--- src/rtl/risc_control_sequencer.sv ---
// Multi-cycle control FSM for the KGP-RISC data path.
// Sequences fetch/decode/execute/memory/writeback with BRAM wait states.
module risc_control_sequencer #(
    parameter int MEM_LAT = 1,
    parameter int CNT_W   = 32
) (
    input  logic             clk,
    input  logic             rst,
    input  logic             run,
    input  logic [5:0]       opcode,
    input  logic [5:0]       funccode,
    output logic [1:0]       reg_dest,
    output logic             reg_write,
    output logic [2:0]       ALUop,
    output logic [1:0]       ALUsource,
    output logic             mem_write,
    output logic [1:0]       mem_to_reg,
    output logic [2:0]       branch,
    output logic             pc_en,
    output logic             ir_en,
    output logic             busy,
    output logic             halted,
    output logic             illegal,
    output logic [CNT_W-1:0] retired
);

    typedef enum logic [3:0] {
        S_IDLE, S_FETCH, S_FWAIT, S_DECODE, S_EXEC,
        S_MEM, S_MWAIT, S_WB, S_HALT
    } state_t;

    localparam logic [1:0] LAT_M1 = 2'(MEM_LAT - 1);

    state_t           state_q, state_d;
    logic [1:0]       cnt_q, cnt_d;
    logic [CNT_W-1:0] retired_q, retired_d;
    logic [2:0]       aluop_q, aluop_d;
    logic [1:0]       src_q, src_d;
    logic [1:0]       rdest_q, rdest_d;
    logic [1:0]       m2r_q, m2r_d;
    logic [2:0]       br_q, br_d;
    logic             rw_q, rw_d;
    logic             mw_q, mw_d;
    logic             mem_q, mem_d;
    logic             wait_st, last, active;
    logic             unused_fc;

    assign unused_fc = ^funccode[5:4];
    assign wait_st   = (state_q == S_FWAIT) || (state_q == S_MWAIT);
    assign last      = (cnt_q == LAT_M1);
    // Decoded fields are only visible while the instruction owns the data path.
    assign active    = (state_q == S_EXEC) || (state_q == S_MEM) ||
                       (state_q == S_MWAIT) || (state_q == S_WB);

    always_ff @(posedge clk or negedge rst) begin
        if (!rst) begin
            state_q   <= S_IDLE;
            cnt_q     <= '0;
            retired_q <= '0;
            aluop_q   <= '0;
            src_q     <= '0;
            rdest_q   <= '0;
            m2r_q     <= '0;
            br_q      <= '0;
            rw_q      <= 1'b0;
            mw_q      <= 1'b0;
            mem_q     <= 1'b0;
        end else begin
            state_q   <= state_d;
            cnt_q     <= cnt_d;
            retired_q <= retired_d;
            aluop_q   <= aluop_d;
            src_q     <= src_d;
            rdest_q   <= rdest_d;
            m2r_q     <= m2r_d;
            br_q      <= br_d;
            rw_q      <= rw_d;
            mw_q      <= mw_d;
            mem_q     <= mem_d;
        end
    end

    always_comb begin
        state_d = state_q;
        unique case (state_q)
            S_IDLE:   if (run) state_d = S_FETCH;
            S_FETCH:  state_d = S_FWAIT;
            S_FWAIT:  if (last) state_d = S_DECODE;
            S_DECODE: state_d = (opcode == 6'd63) ? S_HALT : S_EXEC;
            S_EXEC:   state_d = mem_q ? S_MEM : S_WB;
            S_MEM:    state_d = S_MWAIT;
            S_MWAIT:  if (last) state_d = S_WB;
            S_WB:     state_d = run ? S_FETCH : S_IDLE;
            S_HALT:   state_d = S_HALT;
            default:  state_d = S_IDLE;
        endcase
    end

    always_comb begin
        cnt_d = '0;
        if (wait_st && !last) cnt_d = cnt_q + 2'd1;
        retired_d = retired_q;
        if (state_q == S_WB && retired_q != '1)
            retired_d = retired_q + 1'b1;
    end

    always_comb begin
        aluop_d = aluop_q;
        src_d   = src_q;
        rdest_d = rdest_q;
        m2r_d   = m2r_q;
        br_d    = br_q;
        rw_d    = rw_q;
        mw_d    = mw_q;
        mem_d   = mem_q;
        if (state_q == S_DECODE) begin
            aluop_d = '0;
            src_d   = '0;
            rdest_d = '0;
            m2r_d   = '0;
            br_d    = '0;
            rw_d    = 1'b0;
            mw_d    = 1'b0;
            mem_d   = 1'b0;
            case (opcode)
                6'd0: begin
                    aluop_d = funccode[2:0];
                    src_d   = funccode[3] ? 2'b10 : 2'b00;
                    rw_d    = 1'b1;
                end
                6'd1: begin
                    aluop_d = funccode[2:0];
                    src_d   = 2'b01;
                    rw_d    = 1'b1;
                end
                6'd2: begin
                    src_d   = 2'b01;
                    rdest_d = 2'b01;
                    m2r_d   = 2'b01;
                    rw_d    = 1'b1;
                    mem_d   = 1'b1;
                end
                6'd3: begin
                    src_d   = 2'b01;
                    mw_d    = 1'b1;
                    mem_d   = 1'b1;
                end
                6'd4: begin
                    br_d    = funccode[2:0];
                    aluop_d = 3'b001;
                end
                6'd5: begin
                    br_d    = 3'b111;
                    rdest_d = 2'b10;
                    m2r_d   = 2'b10;
                    rw_d    = 1'b1;
                end
                default: ;
            endcase
        end
    end

    assign ALUop      = active ? aluop_q : '0;
    assign ALUsource  = active ? src_q   : '0;
    assign reg_dest   = active ? rdest_q : '0;
    assign mem_to_reg = active ? m2r_q   : '0;
    assign branch     = active ? br_q    : '0;
    assign reg_write  = (state_q == S_WB) && rw_q;
    assign mem_write  = (state_q == S_MEM) && mw_q;
    assign pc_en      = (state_q == S_WB);
    assign ir_en      = (state_q == S_FWAIT) && last;
    assign busy       = (state_q != S_IDLE) && (state_q != S_HALT);
    assign halted     = (state_q == S_HALT);
    assign illegal    = (state_q == S_DECODE) && (opcode > 6'd5) &&
                        (opcode != 6'd63);
    assign retired    = retired_q;

endmodule

--- config.mk ---
export PLATFORM = sky130hd
export DESIGN_NAME = risc_control_sequencer
export DESIGN_NICKNAME = d
export VERILOG_FILES = /design/src/rtl/risc_control_sequencer.sv
export SDC_FILE = /design/constraint.sdc
export NUM_CORES = 1
export LEC_CHECK = 0
export BUFFER_PORTS_ARGS = -buffer_cell sky130_fd_sc_hd__buf_2
export CORE_AREA = 2 2 84 86
export CTS_CLUSTER_DIAMETER = 150
export DETAILED_ROUTE_END_ITERATION = 12
export DIE_AREA = 0 0 86 88
export SLEW_MARGIN = 15
export SYNTH_ARGS = -nofsm -noshare
export SYNTH_HDL_FRONTEND = slang
export SYNTH_SLANG_ARGS = --single-unit
--- constraint.sdc ---
create_clock -name clk -period 5.11 [get_ports clk]
set_clock_uncertainty 0.05 [all_clocks]
set_input_delay 0.7665 -clock clk [delete_from_list [all_inputs] [get_ports clk]]
set_output_delay 0.7665 -clock clk [all_outputs]
set_load 0.005 [all_outputs]
==> metrics.txt, run 1 <==
Net Sw Frac 33.99%; CTS Hold Bufs 0; Max-Cap Viols 0; Hold Worst Slack 0.3838 ns; Final ANT Viol Nets 0; Setup crit end kind output pin; layout cells sized above 1 23.48%; clk root buf clkbuf_8; LEAKAGE 1.614 nW; worst slew pin tran 0.8760 ns; Final Max Tran Viols 0; CP required 4.29 ns; Clock power frac 23.8%; post-CTS sizing 0; syn nets 285; Synth Area in Simple Gates 28.99%; wire length of the first global-routing pass 9756 um; combinational group share of total power 24.6%; post-synthesis instance total 268; WL/cell 14.13 um; post-synthesis mux area share 0.8213%; Reg2Reg Setup Slack 2.49 ns; GRT Total Usage 16.06%; DRC viols 0; VDD IR max 170.4 uV; count of final setup violators 0; Ports 66; P_int 0.6503 mW; RSZ-0062 raised after global routing false; final core utilization 45.86%; Starting DRT DRC Count 84; post-CTS setup buffers 0; status finished clean; Hold Vio Cnt, Final 0; register area share after synthesis 49.28%; Syn. warnings 0; PwrDens 323.3 mW/mm^2; layout overhead on the synthesized area 17.63%; Slew headroom 41.43%; ant diodes 0; gpl congestion 0.7909; Die Span Y 88 um; TritonCTS clock tree yes; largest net degree at the start of global routing 52; Synth Flop Type dfrtp_1; Die W 86 um; Hold Crit Class reg -> reg; non-filler instance count after layout 408; Pre-antenna DRT Iters 4; via density per instance 5.211; number of global-route vias before repair 2,082; vias 2,126; synthesized area 0.002590 sq mm; post-synth cell types 38; clk buf depth 2; detailed placement HPWL 4124 um; ys async rst share 100.0%; XOR/XNOR Fraction of Synth Area 10.48%; final period utilization 63.27%; Fin Setup TNS 0 ns; number of synthesized flops with an enable pin 0; combinational family with the most area after synthesis simple AND/OR/NAND/NOR gates; CP Max Fanout 15; Net Sw Power 0.3348 mW; remaining global-route overflow 0; post-synthesis compound-gate area fraction 5.507%; number of port buffers 63; Initial Util 38.98%; max frequency 309.3 MHz; clk_lat worst skew 0.30 ns; Worst-path clk slew 0.08 ns; Critical Path AT 2.42 ns; antenna violations before repair 0; placed insts 401; Post-Syn Area per Cell 9.664 sq um; Tmin final 3.233 ns; drt total wl 5767 um; Startpoint Class register; Reg power frac 51.7%; Synth Area in Adders 0.9662%; die footprint 0.007568 sq mm; FF+latch count, synth 51; core area 0.006644 sq mm; Sink Count 51; Final Net Count 345; htree depth 2; standard-cell rows 30; Worst Path Class, Setup reg -> out; number of buffers created by CTS 5
cells by family (layout without fill, tap and decap cells):
| group | Yosys count | in the layout |
|---|---|---|
| simple gates | 137 | 137 |
| flops | 51 | 51 |
| xor+xnor | 31 | 31 |
| compound gates | 23 | 23 |
| buf+inv | 22 | 82 |
| fa+ha+maj | 2 | 2 |
| mux | 2 | 2 |
routing by layer:
layer	vias up	share of wire [%]	track usage, %
li1	1053	-	-
met1	1017	48	20.52
met2	54	48	27.91
met3	2	4.0	3.393
met4	0	0.36	3.896
met5	-	0	0
critical path, stage by stage (launching register included):
cell and delay (ns):
dfrtp_1 0.47, nor2b_1 0.61, nand3_1 0.15, buf_4 0.23, inv_1 0.34, and2_1 0.21
buf_2 0.12
cell usage in the layout (no fill, tap or decap), types with 4 or more instances in the layout:
cell type / netlist / routed
nand2_1: 30 / 30
nor2_1: 20 / 20
nor4_1: 7 / 7
nand4_1: 7 / 7
inv_1: 9 / 9
clkbuf_8: 0 / 6
nor3_1: 16 / 16
nand3_1: 20 / 20
o21ai_0: 10 / 10
and4_1: 4 / 4
buf_2: 1 / 63
and2_1: 11 / 11
xor2_1: 24 / 24
and3_1: 6 / 6
xnor2_1: 7 / 7
dfrtp_1: 51 / 51
o31ai_1: 6 / 6
final cells by class:
cell class / instances / area, sq um
Clock inverter: 1 / 5.005
Clock buffer: 6 / 82.58
Tap cell: 80 / 100.1
Fill cell: 658 / 3597
Multi-Input combinational cell: 195 / 1211
Timing Repair Buffer: 66 / 337.8
Inverter: 9 / 33.78
Sequential cell: 51 / 1276
registers in the layout (all words and copies together) (netlist names):
name and count:
rw_q 1, br_q 3, mem_q 1, retired 32
src_q 2, cnt_q 2, state_q 4, mw_q 1
m2r_q 2, aluop_q 3
synth_stat cells (2+ instances only):
| master | count | area share (%) |
|---|---|---|
| a21oi_1 | 3 | 0.58 |
| inv_1 | 9 | 1.3 |
| nor4_1 | 7 | 1.7 |
| xnor2_1 | 7 | 2.4 |
| clkbuf_1 | 8 | 1.2 |
| or3_1 | 3 | 0.72 |
| nand3_1 | 20 | 3.9 |
| xor2_1 | 24 | 8.1 |
| nand2_1 | 30 | 4.3 |
| buf_4 | 3 | 0.87 |
| nor4b_1 | 2 | 0.68 |
| ha_1 | 2 | 0.97 |
| and3_1 | 6 | 1.4 |
| nand4_1 | 7 | 1.7 |
| and2_1 | 11 | 2.7 |
| o31ai_1 | 6 | 1.7 |
| and4_1 | 4 | 1.4 |
| nor2_1 | 20 | 2.9 |
| nand2b_1 | 2 | 0.48 |
| nor3_1 | 16 | 3.1 |
| o21ai_0 | 10 | 1.9 |
| dfrtp_1 | 51 | 49 |
| nand4b_1 | 2 | 0.68 |
path summary, 6_finish.rpt:
path	endpoint	startpoint	cells past startpoint
setup reg to reg	retired[14]	state_q[3]	6
min in group asynchronous	retired[0]	rst	2
setup / recovery	reg_write	state_q[3]	6
hold reg to reg	cnt_q[0]	cnt_q[0]	1
hold / removal	cnt_q[0]	cnt_q[0]	1
max in group asynchronous	state_q[1]	rst	2
power by group through the flow:
stage	Sequential, mW	Combinational [mW]	Clock [mW]
detailed placement	0.516	0.246	0
global route	0.518	0.283	0.262
floorplan	0.497	0.169	0
global placement	0.515	0.246	0
finish	0.509	0.242	0.234
CTS	0.509	0.247	0.245
metrics by stage:
| step | power, mW | cell area (sq um) | setup WS (ns) |
|---|---|---|---|
| 5_1_grt | 1.064 | 3047 | 1.589 |
| 4_1_cts | 1.001 | 3047 | 1.832 |
| 6_report | 0.9851 | 3047 | 1.877 |
| 3_3_place_gp | 0.7605 | 2959 | 2.088 |
| 2_1_floorplan | 0.6660 | 2590 | 2.867 |
| 3_5_place_dp | 0.7624 | 2959 | 2.177 |
Power figures use the tool's default switching activity.
==> run 2: changes to the inputs <==
Clock period 5.11 ns to 3.3 ns, I/O delays scaled along.
==> metrics.txt, run 2 (same netlist as run 1, synthesis figures left out) <==
Slew headroom 48.50% (+7.1 points); CP required 2.75 ns (-1.54 ns); number of global-route vias before repair 1,996 (-4.1%); final period utilization 85.11%; Starting DRT DRC Count 91 (+8.3%); Critical Path AT 2.26 ns (-0.16 ns); antenna violations before repair 0 (unchanged); Final ANT Viol Nets 0 (unchanged); Die Span Y 88 um (unchanged); number of port buffers 63 (unchanged); Hold Crit Class in -> async; TritonCTS clock tree yes; Final Net Count 347 (+0.58%); worst slew pin tran 0.7725 ns (-0.1036 ns); RSZ-0062 raised after global routing false; layout cells sized above 1 23.40% (-0.071 points); Pre-antenna DRT Iters 4 (unchanged); max frequency 356.1 MHz; LEAKAGE 1.614 nW (about the same); final core utilization 45.86% (unchanged); Register Area 0.001276 sq mm (unchanged); vias 2,133 (+0.33%); clk buf depth 2 (unchanged); footprint of the multi-input gates 0.001211 sq mm (unchanged); GRT Total Usage 15.79% (-0.27 points); post-route cell area 0.003047 sq mm (unchanged); CTS Hold Bufs 0 (unchanged); Final Max Tran Viols 0 (unchanged); die footprint 0.007568 sq mm (unchanged); clk root buf clkbuf_8; Placed Area 0.002974 sq mm (+0.51%); via density per instance 5.215 (about the same); max reg flops 32 (unchanged); detailed placement HPWL 4115 um (-0.23%); largest net degree at the start of global routing 36 (-31%); fillcell total 665 (+1.1%); max incr delay on CP 0.49 ns (-0.12 ns); drt total wl 5612 um (-2.7%); gpl congestion 0.7670 (-3.0%); Ports 66 (unchanged); commonest cells after routing, fill and taps aside 63 x buf_2, 51 x dfrtp_1, 30 x nand2_1, 24 x xor2_1; count of final setup violators 0 (unchanged); Sink Count 51 (unchanged); Worst Path Class, Setup reg -> out; Tmin final 2.809 ns; number of buffers created by CTS 5 (unchanged); slowest CP cell inv_1; wire length of the first global-routing pass 9591 um (-1.7%); Initial Util 38.98% (unchanged); CP Max Fanout 13 (-2); clk_lat worst skew 0.30 ns (about the same); Die W 86 um (unchanged); PwrDens 497.2 mW/mm^2 (+54%); ant diodes 0 (unchanged); VDD IR max 272.9 uV (+60%); remaining global-route overflow 0 (unchanged); standard-cell rows 30 (unchanged); Fin Setup TNS 0 ns (unchanged); WL/cell 13.72 um (-2.9%); DRC viols 0 (unchanged); core area 0.006644 sq mm (unchanged); Worst-path clk slew 0.09 ns (about the same); placed insts 403 (+0.50%); Startpoint Class register; Setup crit end kind output pin; Hold Vio Cnt, Final 0 (unchanged); Max-Cap Viols 0 (unchanged); post-CTS sizing 0 (unchanged); non-filler instance count after layout 409 (+0.25%); setup ws final 0.4914 ns (-1.386 ns); post-CTS setup buffers 0 (unchanged); Setup WS pre-CTS 0.7683 ns (-1.409 ns); layout overhead on the synthesized area 17.63% (unchanged); critical path cell sequence nor2b_1 -> buf_4 -> nand3_1 -> inv_1 -> and2_1 -> buf_2; status finished clean; htree depth 2 (unchanged); most common cell after layout, fill and taps aside buf_2
-- run 2: cell count changes in the layout (fill, tap and decap cells not counted), sizes merged --
| cell | previous run | this run |
|---|---|---|
| buf | 66 | 68 |
| clkinv | 1 | 0 |
-- run 2: critical path: cells and delay by family, from the launching register on --
kind | cells | cell delay (ns)
buf+inv | 3 | 0.80
simple gates | 3 | 0.70
flops | 1 | 0.47
-- run 2: cell type report --
type                    instances  area share (%)
inverters                       9           1.109
flip-flops and latches         51           41.89
multi-input cells             195           39.75
clock buffers                   6           2.382
repair buffers                 68           11.58
well taps                      80           3.285
-- run 2: per-layer routing --
layer | share of wire, % | track usage [%] | vias up
li1 | - | - | 1051
met1 | 48 | 21.05 | 1026
met2 | 47 | 26.07 | 51
met3 | 4.3 | 3.676 | 5
met4 | 0.94 | 3.896 | 0
met5 | 0 | 0 | -
-- run 2: power breakdown --
part | switching, mW | total [mW] | internal [mW]
sequential | 0.0847 | 0.786 | 0.701
combinational | 0.235 | 0.390 | 0.156
clock | 0.197 | 0.339 | 0.142
total | 0.516 | 1.51 | 0.999
-- run 2: path summary, 6_finish.rpt --
kind	from	to	slack, ns	cells after the start
min	rst	retired[23]	0.21	1
min in group clk	cnt_q[0]	cnt_q[0]	0.39	1
max reg2reg	retired[0]	retired[1]	0.86	7
min reg2reg	cnt_q[0]	cnt_q[0]	0.39	1
max in group asynchronous	rst	mem_q	2.26	2
max	state_q[3]	reg_write	0.49	6
-- run 2: through the flow --
stage	total power [mW]	hold slack [ns]
global placement	1.194	0.3740
global route	1.623	0.2751
floorplan	1.031	0.1494
detailed placement	1.199	0.3778
finish	1.515	0.2086
CTS	1.544	0.2408
